===== src/rtl/ld_load_arbiter.sv =====
// Purpose : round-robin arbiter sharing one Load Server back-end between NUM_REQ requesters.
// Latency : request sampled in IDLE at cycle t -> O_Grant/O_Event_Load at t+1; O_Done one cycle after exit.
// Backpr. : no grant while back-end is out of init (I_Sleep=0); grant held until end/abort/watchdog.
//
// Ports:
//   clock, reset          - clock, asynchronous active-low reset
//   I_Req[NUM_REQ]        - level requests, held until the matching O_Done
//   I_Bypass[NUM_REQ]     - per-requester bypass flag, valid with I_Req
//   I_Sleep               - back-end load controller is in its init state
//   I_End_Load            - back-end end-of-load pulse
//   O_Grant/O_Grant_ID    - registered one-hot grant and its binary index
//   O_Event_Load          - one-cycle load event to the back-end
//   O_Bypass              - registered bypass flag of the granted requester
//   O_Done                - one-cycle completion pulse to the granted requester
//   O_Timeout             - one-cycle pulse when the watchdog forced the release
//   O_Busy                - arbiter not idle
module ld_load_arbiter #(
  parameter int NUM_REQ   = 4,
  parameter int WIDTH_REQ = $clog2(NUM_REQ),
  parameter int TIMEOUT   = 1024
) (
  input  logic                 clock,
  input  logic                 reset,
  input  logic [NUM_REQ-1:0]   I_Req,
  input  logic [NUM_REQ-1:0]   I_Bypass,
  input  logic                 I_Sleep,
  input  logic                 I_End_Load,
  output logic [NUM_REQ-1:0]   O_Grant,
  output logic [WIDTH_REQ-1:0] O_Grant_ID,
  output logic                 O_Event_Load,
  output logic                 O_Bypass,
  output logic [NUM_REQ-1:0]   O_Done,
  output logic                 O_Timeout,
  output logic                 O_Busy
);

  localparam int WD_W = $clog2(TIMEOUT);
  localparam logic [WD_W-1:0] WD_MAX = WD_W'(TIMEOUT - 1);
  localparam logic [WIDTH_REQ-1:0] LAST_ID = WIDTH_REQ'(NUM_REQ - 1);

  localparam logic [2:0] S_IDLE     = 3'd0;
  localparam logic [2:0] S_ISSUE    = 3'd1;
  localparam logic [2:0] S_WAIT_RUN = 3'd2;
  localparam logic [2:0] S_BUSY     = 3'd3;
  localparam logic [2:0] S_DONE     = 3'd4;

  logic [2:0]           state_q,    state_d;
  logic [NUM_REQ-1:0]   grant_q,    grant_d;
  logic [WIDTH_REQ-1:0] grant_id_q, grant_id_d;
  logic                 bypass_q,   bypass_d;
  logic                 event_q,    event_d;
  logic [NUM_REQ-1:0]   done_q,     done_d;
  logic                 timeout_q,  timeout_d;
  logic [WIDTH_REQ-1:0] ptr_q,      ptr_d;
  logic [WD_W-1:0]      wd_q,       wd_d;

  logic [WIDTH_REQ-1:0] win_id;

  // First set request searching upward from the pointer, wrapping modulo NUM_REQ.
  // The pointer always holds a legal index, so one subtraction is enough to wrap.
  function automatic logic [WIDTH_REQ-1:0] rr_pick(
    input logic [NUM_REQ-1:0]   req,
    input logic [WIDTH_REQ-1:0] ptr
  );
    logic [WIDTH_REQ-1:0] pick;
    logic                 found;
    int                   idx;
    pick  = '0;
    found = 1'b0;
    for (int i = 0; i < NUM_REQ; i++) begin
      idx = int'(ptr) + i;
      if (idx >= NUM_REQ) idx = idx - NUM_REQ;
      if (!found && req[idx]) begin
        found = 1'b1;
        pick  = WIDTH_REQ'(idx);
      end
    end
    return pick;
  endfunction

  always_comb begin
    win_id = rr_pick(I_Req, ptr_q);
  end

  always_comb begin
    state_d    = state_q;
    grant_d    = grant_q;
    grant_id_d = grant_id_q;
    bypass_d   = bypass_q;
    ptr_d      = ptr_q;
    wd_d       = wd_q;
    event_d    = 1'b0;
    done_d     = '0;
    timeout_d  = 1'b0;

    case (state_q)
      S_IDLE: begin
        // I_Sleep=0 here means the back-end is still finishing a previous load.
        if ((|I_Req) && I_Sleep) begin
          grant_d    = {{(NUM_REQ-1){1'b0}}, 1'b1} << win_id;
          grant_id_d = win_id;
          bypass_d   = I_Bypass[win_id];
          event_d    = 1'b1;
          state_d    = S_ISSUE;
        end
      end

      S_ISSUE: begin
        state_d = S_WAIT_RUN;
      end

      S_WAIT_RUN: begin
        // Leaving init is progress, not completion: the watchdog keeps counting
        // (saturating) so a grant that never ends is still released from BUSY.
        if (!I_Sleep) begin
          state_d = S_BUSY;
          if (wd_q != WD_MAX) wd_d = wd_q + 1'b1;
        end else if (wd_q == WD_MAX) begin
          state_d   = S_DONE;
          done_d    = grant_q;
          timeout_d = 1'b1;
        end else begin
          wd_d = wd_q + 1'b1;
        end
      end

      S_BUSY: begin
        // A real exit beats the watchdog when both land on the same cycle.
        if (I_End_Load || I_Sleep) begin
          state_d = S_DONE;
          done_d  = grant_q;
        end else if (wd_q == WD_MAX) begin
          state_d   = S_DONE;
          done_d    = grant_q;
          timeout_d = 1'b1;
        end else begin
          wd_d = wd_q + 1'b1;
        end
      end

      S_DONE: begin
        // The just-served requester becomes lowest priority.
        ptr_d      = (grant_id_q == LAST_ID) ? '0 : grant_id_q + 1'b1;
        grant_d    = '0;
        grant_id_d = '0;
        bypass_d   = 1'b0;
        wd_d       = '0;
        state_d    = S_IDLE;
      end

      default: begin
        grant_d    = '0;
        grant_id_d = '0;
        bypass_d   = 1'b0;
        wd_d       = '0;
        state_d    = S_IDLE;
      end
    endcase
  end

  always_ff @(posedge clock or negedge reset) begin
    if (!reset) begin
      state_q    <= S_IDLE;
      grant_q    <= '0;
      grant_id_q <= '0;
      bypass_q   <= 1'b0;
      event_q    <= 1'b0;
      done_q     <= '0;
      timeout_q  <= 1'b0;
      ptr_q      <= '0;
      wd_q       <= '0;
    end else begin
      state_q    <= state_d;
      grant_q    <= grant_d;
      grant_id_q <= grant_id_d;
      bypass_q   <= bypass_d;
      event_q    <= event_d;
      done_q     <= done_d;
      timeout_q  <= timeout_d;
      ptr_q      <= ptr_d;
      wd_q       <= wd_d;
    end
  end

  assign O_Grant      = grant_q;
  assign O_Grant_ID   = grant_id_q;
  assign O_Bypass     = bypass_q;
  assign O_Event_Load = event_q;
  assign O_Done       = done_q;
  assign O_Timeout    = timeout_q;
  assign O_Busy       = (state_q != S_IDLE);

endmodule


===== config.mk =====
export PLATFORM = sky130hd
export DESIGN_NAME = ld_load_arbiter
export DESIGN_NICKNAME = d
export VERILOG_FILES = /design/src/rtl/ld_load_arbiter.sv
export SDC_FILE = /design/constraint.sdc
export NUM_CORES = 1
export LEC_CHECK = 0
export ABC_AREA = 1
export BUFFER_PORTS_ARGS = -buffer_cell sky130_fd_sc_hd__buf_2
export CAP_MARGIN = 10
export CORE_ASPECT_RATIO = 1.25
export CORE_UTILIZATION = 55
export DETAILED_ROUTE_END_ITERATION = 8
export GPL_TIMING_DRIVEN = 0
export PLACE_DENSITY = 0.78
export SLEW_MARGIN = 20
export SYNTH_ARGS = -nofsm -noshare
export SYNTH_HDL_FRONTEND = slang
export SYNTH_SLANG_ARGS = --single-unit
export TNS_END_PERCENT = 20

===== constraint.sdc =====
create_clock -name clock -period 2.14 [get_ports clock]
set_clock_uncertainty 0.2 [all_clocks]
set_input_delay 0.535 -clock clock [delete_from_list [all_inputs] [get_ports clock]]
set_output_delay 0.535 -clock clock [all_outputs]
set_load 0.1 [all_outputs]

**Word level (Yosys, flattened, before mapping)**

Index checks and enable logic that the tools add are counted.

- Register bits after elaboration: 28
- Input port bits: 12
- Word-level logic and storage cells: 107

- $add $sub $neg: 9
- Order comparisons: 9
- Equal/unequal tests: 10
- Shifts and indexed selects: 1
- Multiplexer cells: 52
- Bitwise logic cells: 2
- Reduce and logical (&&, ||, !) cells: 15

Operator list:

| kind | number |
|---|---|
| $lt 32x4->1 const B | 4 |
| $mux 32 | 4 |
| $mux 10 | 4 |
| $pmux 10 s3 | 1 |
| $mux 1 | 18 |
| $mux 4 | 4 |
| $pmux 4 s2 | 2 |
| $mux 2 | 6 |
| $mux 3 | 4 |
| $pmux 3 s4 | 1 |
| $sub 3x3->4 const B | 3 |
| $add 10x1->10 const B | 1 |
| $bmux 1 s2 | 5 |
| $eq 10x10->1 const B | 1 |
| $ne 10x10->1 const B | 1 |
| $ge 3x3->1 const B | 3 |
| $add 2x2->3 const B | 2 |
| $eq 3x2->1 const B | 2 |
| $logic_and 1x1->1 | 4 |
| $ne 2x2->1 const B | 2 |
| $pmux 1 s2 | 2 |
| $pmux 2 s2 | 1 |
| $reduce_or 4->1 | 1 |
| $shl 1x2->4 const A | 1 |
| 18 further kinds | 21 |

**Longest topological paths before layout**

Gate-level depths: netlist of run 1.

- Depth after elaboration: 19
- Depth in mapped cells: 15

**Worst setup path after synthesis of run 1**

No wires, ideal clock.

- Path type: reg-to-reg
- Start: reg state_q[1]
- End: reg grant_q[1] (netlist: O_Grant[1])
- Library setup time: 0.076 ns
- Data arrival time: 1.852 ns
- Data required time: 1.864 ns
- Slack: 0.011 ns
- Stages on the path, launching flop included: 6
- Path through: dfrtp_1 > nor2_1 > nand2_1 > nor2_1 > nand2_1 > o21ai_1

- Cells in the longest elaborated chain, start to end: 4
- Elaborated cells between the ends (all ways): 9
- Those cells by class: eq/ne: 4; mux: 1; bitwise: 1; reduce/logical: 3

RTL lines:

| element | line | source |
|---|---|---|
| start: declaration | 47 | `logic [2:0] state_q, state_d;` |
| start signal: assignment | 173 | `state_q <= state_d;` |
| $eq 3x2->1 or $eq 3x1->1 (tied branches) | 96 | `case (state_q)` |
| $reduce_or 3->1 (no line) | - |  |
| $not 1->1 (no line) | - |  |
| $reduce_and 2->1 (no line) | - |  |
| end signal: assignment | 174 | `grant_q <= grant_d;` |
| end: declaration | 48 | `logic [NUM_REQ-1:0] grant_q, grant_d;` |

Parallel ways exist; a longest one is shown, timed or not.
A chain may end at the register's enable or synchronous reset.

**Worst setup path after layout of run 1**

- Start: reg state_q[1]
- End: out O_Busy

- Cells in the longest elaborated chain, start to end: 1

RTL lines:

| element | line | source |
|---|---|---|
| $reduce_bool 3->1 | 191 | `assign O_Busy = (state_q != S_IDLE);` |
| end: declaration | 34 | `output logic O_Busy` |

No other way between the ends.

==> results of run 1 <==
## power groups by stage
stage | logic, uW | clock network (uW) | registers, uW
5_1_grt | 1970 | 372 | 868
2_1_floorplan | 1020 | 0 | 1220
4_1_cts | 1750 | 357 | 831
6_report | 1770 | 344 | 851
3_5_place_dp | 1740 | 0 | 836
3_3_place_gp | 1710 | 0 | 832
## cell families after synthesis
family / after synthesis / share of synthesized area
AOI/OAI and AO/OA: 33 / 0.129
buffers and inverters: 33 / 0.0840
xor gates and xnor gates: 2 / 0.0109
and+or+nand+nor: 114 / 0.325
adders and majority gates: 2 / 0.0156
DFF: 28 / 0.436
## final timing paths
check,cells after the start,start,to
setup reg to reg,12,wd_q[0]$_DFFE_PN0P_,wd_q[4]$_DFFE_PN0P_
hold / removal,1,reset,O_Timeout$_DFF_PN0_
hold reg to reg,2,O_Grant[0]$_DFFE_PN0P_,O_Grant[0]$_DFFE_PN0P_
setup / recovery,3,state_q[1]$_DFFE_PN0P_,O_Busy
max in group asynchronous,1,reset,state_q[2]$_DFFE_PN0P_
min in group clock,4,I_End_Load,O_Timeout$_DFF_PN0_
## sequential cells by signal, summed over array words and instances, names as in the netlist
signal        cells
state_q           3
ptr_q             2
O_Grant_ID        2
wd_q             10
O_Event_Load      1
O_Bypass          1
O_Done            4
O_Timeout         1
O_Grant           4
## routing by layer
| layer | wire length, um | part of all wire | global-route usage | vias up |
|---|---|---|---|---|
| met4 | 46 | 0.014 | 0.101 | 0 |
| li1 | - | - | - | 744 |
| met5 | 0 | 0 | 0 | - |
| met1 | 1390 | 0.42 | 0.278 | 673 |
| met3 | 81 | 0.024 | 0.0195 | 4 |
| met2 | 1810 | 0.54 | 0.425 | 28 |
## synth_stat cells
library cell / instances
a41oi_1: 1
o31ai_1: 1
nand3_2: 1
a21oi_1: 8
a21oi_2: 1
nand2_4: 2
buf_4: 1
ha_1: 2
nand2_1: 67
nand4_1: 2
o22ai_1: 2
xnor2_1: 1
nand2_2: 2
nor2_2: 1
nor3_2: 1
dfrtp_1: 28
nor2_4: 1
inv_1: 25
xor2_1: 1
nor2_1: 12
nor3_1: 4
o22ai_2: 1
inv_2: 4
and2_1: 5
o21ai_0: 6
inv_4: 3
nand4_2: 1
nand3_1: 14
o211ai_2: 1
a31o_2: 1
o2bb2ai_1: 1
o21ai_1: 8
nor4_1: 1
o21ai_2: 2
## repair_timing
action,CTS,global route
gates cloned,0,0
pin swaps,0,1
setup endpoints to repair,1,12
buffers inserted,0,1
gates resized for setup,2,8
## area by class of cell
cell class / count / area share
inverters: 32 / 0.0678
well taps: 34 / 0.0226
plain buffers: 1 / 0.00399
clock inverters: 1 / 0.0160
multi-input cells: 151 / 0.431
flip-flops and latches: 28 / 0.373
repair buffers: 26 / 0.0738
clock buffers: 3 / 0.0120
## critical path: stages, from the launching register on
cell	delay (ps)
dfrtp_1	470
nor2_2	180
nand2_1	130
buf_6	210
## through the flow
stage          instance area (um^2)  setup WS [ps]  power (uW)
3_3_place_gp                   1780            121        2540
5_1_grt                        1880          -38.3        3210
3_5_place_dp                   1780           72.8        2580
2_1_floorplan                  1610           11.0        2250
4_1_cts                        1830           42.8        2940
6_report                       1880           97.1        2970
==> impl.org, run 1 <==
** Synth
- Area of the mapped netlist :: 0.00161 mm^2
- Post-Synthesis Mean Instance Area :: 7.58 um^2
- Largest cells by area after synthesis :: dfrtp_1 (44%), nand2_1 (16%), inv_1 (5.8%), nand3_1 (4.4%), nor2_1 (2.8%)
- Post-synthesis cell type with the largest combined area :: dfrtp_1
- Share of the synthesized area in the top cell type :: 0.436
- Number of cells produced by synthesis :: 212
- The synthesized design contains 28 register bits.
- Unique cell type count in the Yosys netlist :: 34
- Count of yosys warnings during synthesis :: 0
- The share of the Yosys chip area taken by registers is 0.436.
- The number of nets handed over by synthesis was 226.

** Pwr
- For this design the static power due to leakage is 0.00101 uW.
- PD cells :: 1580 mW/mm^2
- VDD sags by at most 0.000880 V.
- Internal power comes to 1340 uW.
- For this design the total switching power over the nets is 1630 uW.
- Combinational group share of total power :: 0.597
- Fraction of power consumed by sequential logic :: 0.287
- Switching power as a share of total power :: 0.550
- Clock Power Share :: 0.116

** Floorplanning
- From left edge to right edge, the die measures 50.4 um.
- For this configuration, the core starts out at a cell density of 0.588.
- Floorplan die height :: 62.5 um
- In this run the core area contains 21 standard-cell rows.
- Area of the die :: 0.00314 mm^2
- In this run the standard cell core region covers 0.00273 mm^2.
- Number of top-level design ports :: 26

** Run status
- Failing checks :: negative hold slack
- Status :: complete, but fails checks

** Cells and area
- In the final layout, the share of cells above drive strength 1 is 0.236.
- Number of filler cells placed in the layout :: 250
- The area growth from synthesis to layout is 17.0%.
- Leaving out fill and tap cells, the most frequent cell in the layout is nand2_1.
- Commonest cells after routing, fill and taps aside :: nand2_1 (67), dfrtp_1 (27), inv_1 (25), buf_2 (24), nand3_1 (14)
- 0 antenna diodes ended up in the layout.
- In the final layout, the multi-input gates occupy 811 um^2.
- Number of nets at the end of the flow :: 257
- Finished Layout Cells :: 276
- At the end of the flow the core is filled with cells to 0.689.
- Registers take 702 um^2.

** Global route
- Global routing finished with a remaining overflow of 0.
- Entering global routing, the biggest net connects 29 pins.
- Number of antenna violations at the first check in global routing :: 0
- Wire length of the first global-routing pass :: 5.75 mm
- For this run, the total global-route usage over all layers was measured as 0.235.
- Vias in the first global route :: 1,433

** CTS
- Clock-pin slew was measured on the worst setup and hold paths at 150 ps.
- Clock insertion delay at the later pin of the skew report :: 320 ps
- Post-CTS Hold Buffers :: 0
- Clock tree root buffer cell :: clkbuf_4
- In this run the deepest clock path goes through 2 buffers.
- The number of clock buffers added by TritonCTS is 3.
- Sink Count :: 28
- Clock tree from TritonCTS :: yes
- Number of levels in the clock H-tree :: 1

** Timing
- Final Critical Period :: 2040 ps
- For the pin with the worst max-slew slack, the measured transition is 604 ps.
- Based on the critical path, the design can be clocked at up to 489 MHz.
- Number of failing hold endpoints at the final stage :: 12
- Minimum hold slack :: -11.8 ps
- In this run the tightest slew margin relative to its limit is 0.598.
- Final Setup Violations :: 0
- Share of the clock period used by the worst path :: 0.955
- Setup total negative slack on the finished layout was measured at 0 ps.
- The number of slew-limit violations in the final report came to 0.

** Flow run
- The tool flagged a number of max-cap violations equal to 0.

** Worst setup path
- Data required time of the worst path :: 1400 ps
- In this run the worst path has a maximum fanout of 4.
- Type of destination of the critical path :: primary output
- Arrival time of the worst setup path :: 1310 ps
- The critical path is of the reg -> out type.
- For flop-to-flop paths, the worst setup slack is 140 ps.
- Startpoint type of the worst setup path :: register

** Drt
- Across all layers, the routed design uses 1,449 vias.
- The detail route stage leaves a number of antenna-violating nets equal to 0.
- First-pass detailed-route iteration total :: 4
- In the routed layout, each cell is associated on average with a via count of 5.25.
- Routed wire length per instance :: 12.0 um
- After detailed routing, the number of remaining DRC violations is 0.
- For this block, the initial DRC count from the detailed router was 44.
- After detailed routing, the total wire length is 3.32 mm.

** Worst hold path
- In this run the worst hold path is classified as in -> async.

** Placement
- The congestion estimate from routability-driven global placement came to 0.826.
- During placement, the flow inserted port buffers numbering 25.
- After legalization and detailed placement, the total HPWL measured 2.51 mm.
- After detailed placement, the design holds a cell count of 271.
Power figures use the tool's default switching activity.
==> run 2: changes to the inputs <==
HOLD_SLACK_MARGIN = 0.03   (was unset)
==> run 2 against run 1 <==
Net effect: the run now ends clean; sequential share of layout area down 0.20 points; global-route usage up 0.051 points; critical path depth unchanged; sequential power about the same; non-clock buffer count up 1; core utilization up 0.37 points; cell count up 0.36%; via count down 0.14%.
==> impl.org, run 2 (synthesized netlist as in run 1, its figures left out) <==
** Floorplanning
- Number of top-level design ports :: 26 (unchanged)
- The floorplan die height is 62.5 um (unchanged).
- The effective utilization at floorplan was 0.588 (unchanged).
- Placement row count :: 21 (unchanged)
- The die width is 50.4 um (unchanged).
- Area of the die :: 0.00314 mm^2 (unchanged)
- Floorplan core area :: 0.00273 mm^2 (unchanged)

** Flow run
- The reported max-cap violation count is 0 (unchanged).

** Worst setup path
- Max stage delay on crit path :: 460 ps (was 470 ps)
- Bufs and invs on worst path :: 1 (unchanged)
- Crit-path max FO :: 4 (unchanged)
- The data arrival time of the worst path came to 1310 ps (about the same).
- The kind of launch point of the worst setup path is a register (unchanged).
- Setup Crit Path Kind :: reg -> out (unchanged)
- Data required time of the worst path :: 1400 ps (about the same)
- The endpoint type of the worst setup path is a primary output (unchanged).
- Worst-path cell chain :: nor2_2 > nand2_1 > buf_6 (unchanged)
- The slowest stage cell on the critical path was dfrtp_1 (unchanged).
- Dominant delay contributor by cell family on the critical path :: flip-flops (unchanged)

** Cells and area
- Commonest cells after routing, fill and taps aside: nand2_1 (67), dfrtp_1 (27), inv_1 (25), buf_2 (24), nand3_1 (14) (unchanged).
- The count of filler cells inserted in the layout came to 247 (was 250).
- Leading cell type in the layout, fill and taps excluded :: nand2_1 (unchanged)
- The post-route cell area came to 0.00189 mm^2 (was 0.00188 mm^2).
- The area taken by flip-flops and latches was 702 um^2 (unchanged).
- The largest register by flop count is wd_q (unchanged).
- The diode insertion count for antenna repair was 0 (unchanged).
- The post-layout net count was 258 (was 257).
- The number of cells in the finished layout apart from fillers is 277 (was 276).
- Area grow syn2layout :: 17.7% (was 17.0%)
- Share of post-route cells with drive strength above 1 :: 0.235 (was 0.236)
- The flip-flop count of the largest register, all copies and words added is 10 (unchanged).
- The multi-input logic area is 811 um^2 (unchanged).

** CTS
- The root buffer selected by CTS is clkbuf_4 (unchanged).
- Maximum buffer depth of the clock tree :: 2 (unchanged)
- The TritonCTS buffer count is 3 (unchanged).
- The clock latency on the worst-skew pair is 320 ps (about the same).
- The deepest level of the CTS H-tree was 1 (unchanged).
- The register clock-pin slew on the reported worst setup and hold paths came to 150 ps (about the same).
- The CTS tree was yes (unchanged).
- The number of sinks handled by clock tree synthesis was 28 (unchanged).

** Drt
- The routed via count came to 1,447 (was 1,449).
- Starting DRT DRC Count :: 47 (was 44)
- The number of optimization iterations in the first detailed-route pass came to 4 (unchanged).
- Routed wire length per instance :: 12.0 um (about the same)
- The post-route antenna net violation count is 0 (unchanged).
- Via-to-Cell Ratio :: 5.22 (was 5.25)
- DR DRC count :: 0 (unchanged)
- Drt total wl :: 3.33 mm (was 3.32 mm)

** Global route
- Number of antenna violations at the first check in global routing :: 0 (unchanged)
- Overall routing resource usage :: 0.236 (was 0.235)
- The global-route congestion overflow total came to 0 (unchanged).
- The global-route wire length before repair came to 5.77 mm (was 5.75 mm).
- Vias in the first global route :: 1,437 (was 1,433)
- Largest net degree at the start of global routing :: 29 (unchanged)

** Placement
- Hpwl dp :: 2.51 mm (unchanged)
- The final RePlAce weighted congestion was 0.826 (unchanged).
- The post-detailed-placement cell area was 0.00178 mm^2 (unchanged).
- PortBufs :: 25 (unchanged)
- The cell count after placement is 271 (unchanged).

** Timing
- Transition time of the tightest slew-check pin :: 607 ps (was 604 ps)
- Worst rel slew slack :: 0.596 (was 0.598)
- Final Critical Period :: 2050 ps (was 2040 ps)
- Final Setup Violations :: 0 (unchanged)
- The maximum clock frequency is 488 MHz (was 489 MHz).
- The number of hold violations in the final report was 0 (was 12).
- The final period utilization is 0.957 (was 0.955).
- The number of slew-limit violations in the final report came to 0 (unchanged).

** Run status
- Status :: completed (was complete, but fails checks)

** Pwr
- The leakage power summed over all cells was 0.00101 uW (about the same).
- The cell area power density was 1570 mW/mm^2 (was 1580 mW/mm^2).
- The maximum VDD drop is 0.000891 V (was 0.000880 V).

** Worst hold path
- The worst hold-check path type is in -> reg (was in -> async).
run 2: cell types whose count changed in the layout (fill, tap and decap cells not counted), sizes merged:
| cell | previous run | this run |
|---|---|---|
| dlygate4sd3 | 0 | 1 |
run 2: report_power, final:
part	leakage [uW]	internal [uW]	switching, uW
logic	0.000617	461	1310
clock network	0.0000279	189	155
registers	0.000367	687	164
run 2: per-layer routing:
layer  GRT usage  wire, um  vias up  part of all wire
met4       0.101        46        0             0.014
met5           0         0        -                 0
met3      0.0195        70        4             0.021
met1       0.278      1400      673              0.42
li1            -         -      746                 -
met2       0.427      1810       24              0.54
run 2: worst reg2reg max path, delay by kind of cell (launching register included):
kind | cells | cell delay, ps
AND/OR/NAND/NOR | 7 | 810
AO/OA/AOI/OAI | 1 | 120
buffers and inverters | 3 | 170
flip-flops | 1 | 460
adder cells (fa/ha/maj) | 1 | 190
run 2: per-stage QoR:
stage	total power, uW	setup WS, ps	hold slack, ps	utilization	TNS (ps)
finish	2970	92.1	254	0.692	0
global route	3210	-38.3	281	0.692	-38.3
CTS	2940	42.8	238	0.674	0
detailed placement	2580	72.8	304	0.650	0
global placement	2540	121	266	0.650	0
floorplan	2250	11.0	39.4	-	0
run 2: repair_timing:
item	CTS	global route
pin swaps	0	1
setup buffers	0	1
hold endpoints to repair	28	0
gates resized for setup	2	8
setup endpoints to repair	1	12
hold buffers	1	0
run 2: worst paths after layout:
check | start | slack, ps | end | cells after the start
max in group asynchronous | reset | 790 | state_q[2]$_DFFE_PN0P_ | 2
worst max register to register | wd_q[0]$_DFFE_PN0P_ | 140 | wd_q[4]$_DFFE_PN0P_ | 12
worst max-delay path | state_q[1]$_DFFE_PN0P_ | 90 | O_Busy | 3
min in group asynchronous | reset | 520 | O_Timeout$_DFF_PN0_ | 2
worst min register to register | O_Grant[0]$_DFFE_PN0P_ | 330 | O_Grant[0]$_DFFE_PN0P_ | 2
worst min-delay path | I_End_Load | 250 | O_Timeout$_DFF_PN0_ | 4
run 2: cell type report:
| cell class | count | share of cell area |
|---|---|---|
| Buffer | 1 | 0.00397 |
| Multi-Input combinational cell | 151 | 0.429 |
| Inverter | 32 | 0.0675 |
| Tap cell | 34 | 0.0225 |
| Timing Repair Buffer | 27 | 0.0787 |
| Clock inverter | 1 | 0.0159 |
| Sequential cell | 28 | 0.371 |
| Clock buffer | 3 | 0.0119 |
==> run 3: changes to the inputs <==
BUFFER_PORTS_ARGS = -buffer_cell sky130_fd_sc_hd__buf_4   (was -buffer_cell sky130_fd_sc_hd__buf_2)
==> run 3 against run 2 <==
Net effect: wire length is 0.24% lower; critical path depth unchanged; worst hold slack gained 12 ps; register-to-register slack lost 20 ps; setup slack improved by 11 ps; cell count unchanged; power increased by 1.6%; clock power barely moved; die area did not move; core utilization rose by 2.3 points; sequential cell count is the same.
==> impl.org, run 3 (synthesized netlist as in run 1, its figures left out) <==
** Run status
- Status: completed (unchanged).

** Pwr
- Combinational group share of total power :: 0.607 (was 0.598)
- PD cells :: 1540 mW/mm^2 (was 1570 mW/mm^2)
- Peak supply drop :: 0.00103 V (was 0.000891 V)
- Internal Dissipation :: 1380 uW (was 1340 uW)
- Switching power as a share of total power :: 0.543 (was 0.550)
- The reported net switching power is 1640 uW (was 1630 uW).
- Fraction of power consumed by sequential logic :: 0.279 (was 0.286)
- Leakage power total :: 0.00102 uW (was 0.00101 uW)
- The portion of total power attributed to the clock network was 0.114 (was 0.116).

** Drt
- The final routed wirelength across all metal layers was 3.32 mm (was 3.33 mm).
- The post-route antenna net violation count is 0 (unchanged).
- DR DRC count :: 0 (unchanged)
- The routed via count came to 1,430 (was 1,447).
- The violation count after the first detailed-routing iteration was 26 (was 47).
- The number of optimization iterations in the first detailed-route pass is 4 (unchanged).
- The via density per instance was 5.16 (was 5.22).
- Routed wire length per instance :: 12.0 um (about the same)

** Floorplanning
- Width of the chip :: 50.4 um (unchanged)
- The row count is 21 (unchanged).
- Number of top-level design ports :: 26 (unchanged)
- The floorplan die height is 62.5 um (unchanged).
- Floorplan core area :: 0.00273 mm^2 (unchanged)
- Area of the die :: 0.00314 mm^2 (unchanged)
- The effective utilization at floorplan was 0.588 (unchanged).

** CTS
- The buffer levels on the longest clock path was 2 (unchanged).
- Clock insertion delay at the later pin of the skew report :: 320 ps (about the same)
- Number of levels in the clock H-tree :: 1 (unchanged)
- Number of CTS-inserted buffers :: 3 (unchanged)
- Clock tree root buffer cell :: clkbuf_4 (unchanged)
- The CTS tree is yes (unchanged).
- Sink Count :: 28 (unchanged)
- The register clock-pin slew on the reported worst setup and hold paths was 150 ps (about the same).

** Placement
- The final RePlAce weighted congestion is 0.776 (was 0.826).
- The estimated wirelength of the detail-placed design came to 2.58 mm (was 2.51 mm).
- The post-detailed-placement cell area came to 0.00184 mm^2 (was 0.00178 mm^2).
- DP Cell Count :: 271 (unchanged)
- PortBufs :: 25 (unchanged)

** Timing
- The post-route setup TNS is 0 ps (unchanged).
- The normalized max-slew margin is 0.634 (was 0.596).
- The final period utilization is 0.952 (was 0.957).
- The maximum clock frequency is 491 MHz (was 488 MHz).
- Final Setup Violations :: 0 (unchanged)
- Final Critical Period :: 2040 ps (was 2050 ps)
- The number of slew-limit violations in the final report was 0 (unchanged).
- Transition time of the tightest slew-check pin :: 548 ps (was 607 ps)
- The worst hold margin is 266 ps (was 254 ps).
- Number of failing hold endpoints at the final stage :: 0 (unchanged)

** Worst hold path
- Worst Hold Path Cells :: 4 (unchanged)
- Hold crit path type :: in -> reg (unchanged)

** Cells and area
- Core occupancy in the finished layout :: 0.716 (was 0.692)
- Commonest cells after routing, fill and taps aside: nand2_1 (65), dfrtp_1 (28), buf_4 (26), inv_1 (25), nand3_1 (14) (was nand2_1 (67), dfrtp_1 (27), inv_1 (25), buf_2 (24), nand3_1 (14)).
- The flip-flop count of the largest register, all copies and words added is 10 (unchanged).
- The number of cells in the finished layout apart from fillers was 277 (unchanged).
- The growth of design area from synthesis to finish is 21.6% (was 17.7%).
- Number of nets at the end of the flow :: 258 (unchanged)
- Top reg by flops :: wd_q (unchanged)
- The post-route cell area came to 0.00196 mm^2 (was 0.00189 mm^2).
- The most common cell after layout, fill and taps aside is nand2_1 (unchanged).
- The diode insertion count for antenna repair came to 0 (unchanged).
- Share of post-route cells with drive strength above 1 :: 0.243 (was 0.235)

** Worst setup path
- The endpoint type of the worst setup path was a primary output (unchanged).
- Setup Crit Path Kind :: reg -> out (unchanged)
- The kind of launch point of the worst setup path is a register (unchanged).
- Arrival time of the worst setup path :: 1300 ps (was 1310 ps)
- The required time reported for the critical path endpoint is 1400 ps (about the same).
- Path depth of the worst reg2reg path :: 11 (was 12)
- The maximum fanout encountered on the critical timing path is 4 (unchanged).

** Global route
- The overall fraction of global-route tracks in use was 0.235 (was 0.236).
- The global-route congestion overflow total was 0 (unchanged).
- The global-route wire length before repair is 5.73 mm (was 5.77 mm).
- Number of antenna violations at the first check in global routing :: 0 (unchanged)
- Largest net degree at the start of global routing :: 29 (unchanged)
- The via count of the first global-routing pass is 1,377 (was 1,437).

** Flow run
- Max cap viols :: 0 (unchanged)
[run 3: cell counts in the layout (fill, tap and decap cells not counted)]
Identical to the previous run, type by type.
[run 3: worst paths after layout]
check,start,end,slack (ps)
worst max-delay path,state_q[1]$_DFFE_PN0P_,O_Busy,100
worst min-delay path,I_End_Load,O_Timeout$_DFF_PN0_,270
worst max register to register,wd_q[0]$_DFFE_PN0P_,wd_q[9]$_DFFE_PN0P_,120
worst min register to register,O_Bypass$_DFFE_PN0P_,O_Bypass$_DFFE_PN0P_,330
max in group asynchronous,reset,wd_q[7]$_DFFE_PN0P_,1040
min in group asynchronous,reset,O_Grant[2]$_DFFE_PN0P_,440
[run 3: critical path, cell delays in order (launching register included)]
cell,delay [ps]
dfrtp_1,460
nor2_2,190
nand2_1,130
buf_6,210
[run 3: power by group through the flow]
stage	combinational [uW]	sequential, uW	clock, uW
3_5_place_dp	1780	842	0
6_report	1830	841	345
3_3_place_gp	1760	837	0
4_1_cts	1790	831	352
5_1_grt	2020	863	371
2_1_floorplan	1020	1220	0
[run 3: metrics by stage]
step | setup slack, ps | power (uW)
5_1_grt | -3.20 | 3250
3_3_place_gp | 101 | 2590
6_report | 103 | 3020
2_1_floorplan | 11.0 | 2250
3_5_place_dp | 79.5 | 2620
4_1_cts | 2.40 | 2980
[run 3: layout make-up]
cell class	count	area [um^2]
inverters	32	128
clock buffers	3	22.5
well taps	34	42.5
repair buffers	27	209
fillers	245	777
flip-flops and latches	28	701
plain buffers	1	7.51
clock inverters	1	30.0
multi-input cells	151	816
[run 3: layer usage]
layer / up-vias / global-route usage / wire [um]
met5: - / 0 / 0
li1: 744 / - / -
met3: 2 / 0.0170 / 35
met2: 18 / 0.422 / 1840
met1: 666 / 0.282 / 1420
met4: 0 / 0.101 / 34
[run 3: what timing repair did]
| action | CTS | global route |
|---|---|---|
| buffers inserted | 0 | 1 |
| resized for setup | 0 | 11 |
| endpoints found under the setup margin | 0 | 17 |
| endpoints found under the hold margin | 28 | 0 |
| hold buffers | 1 | 0 |
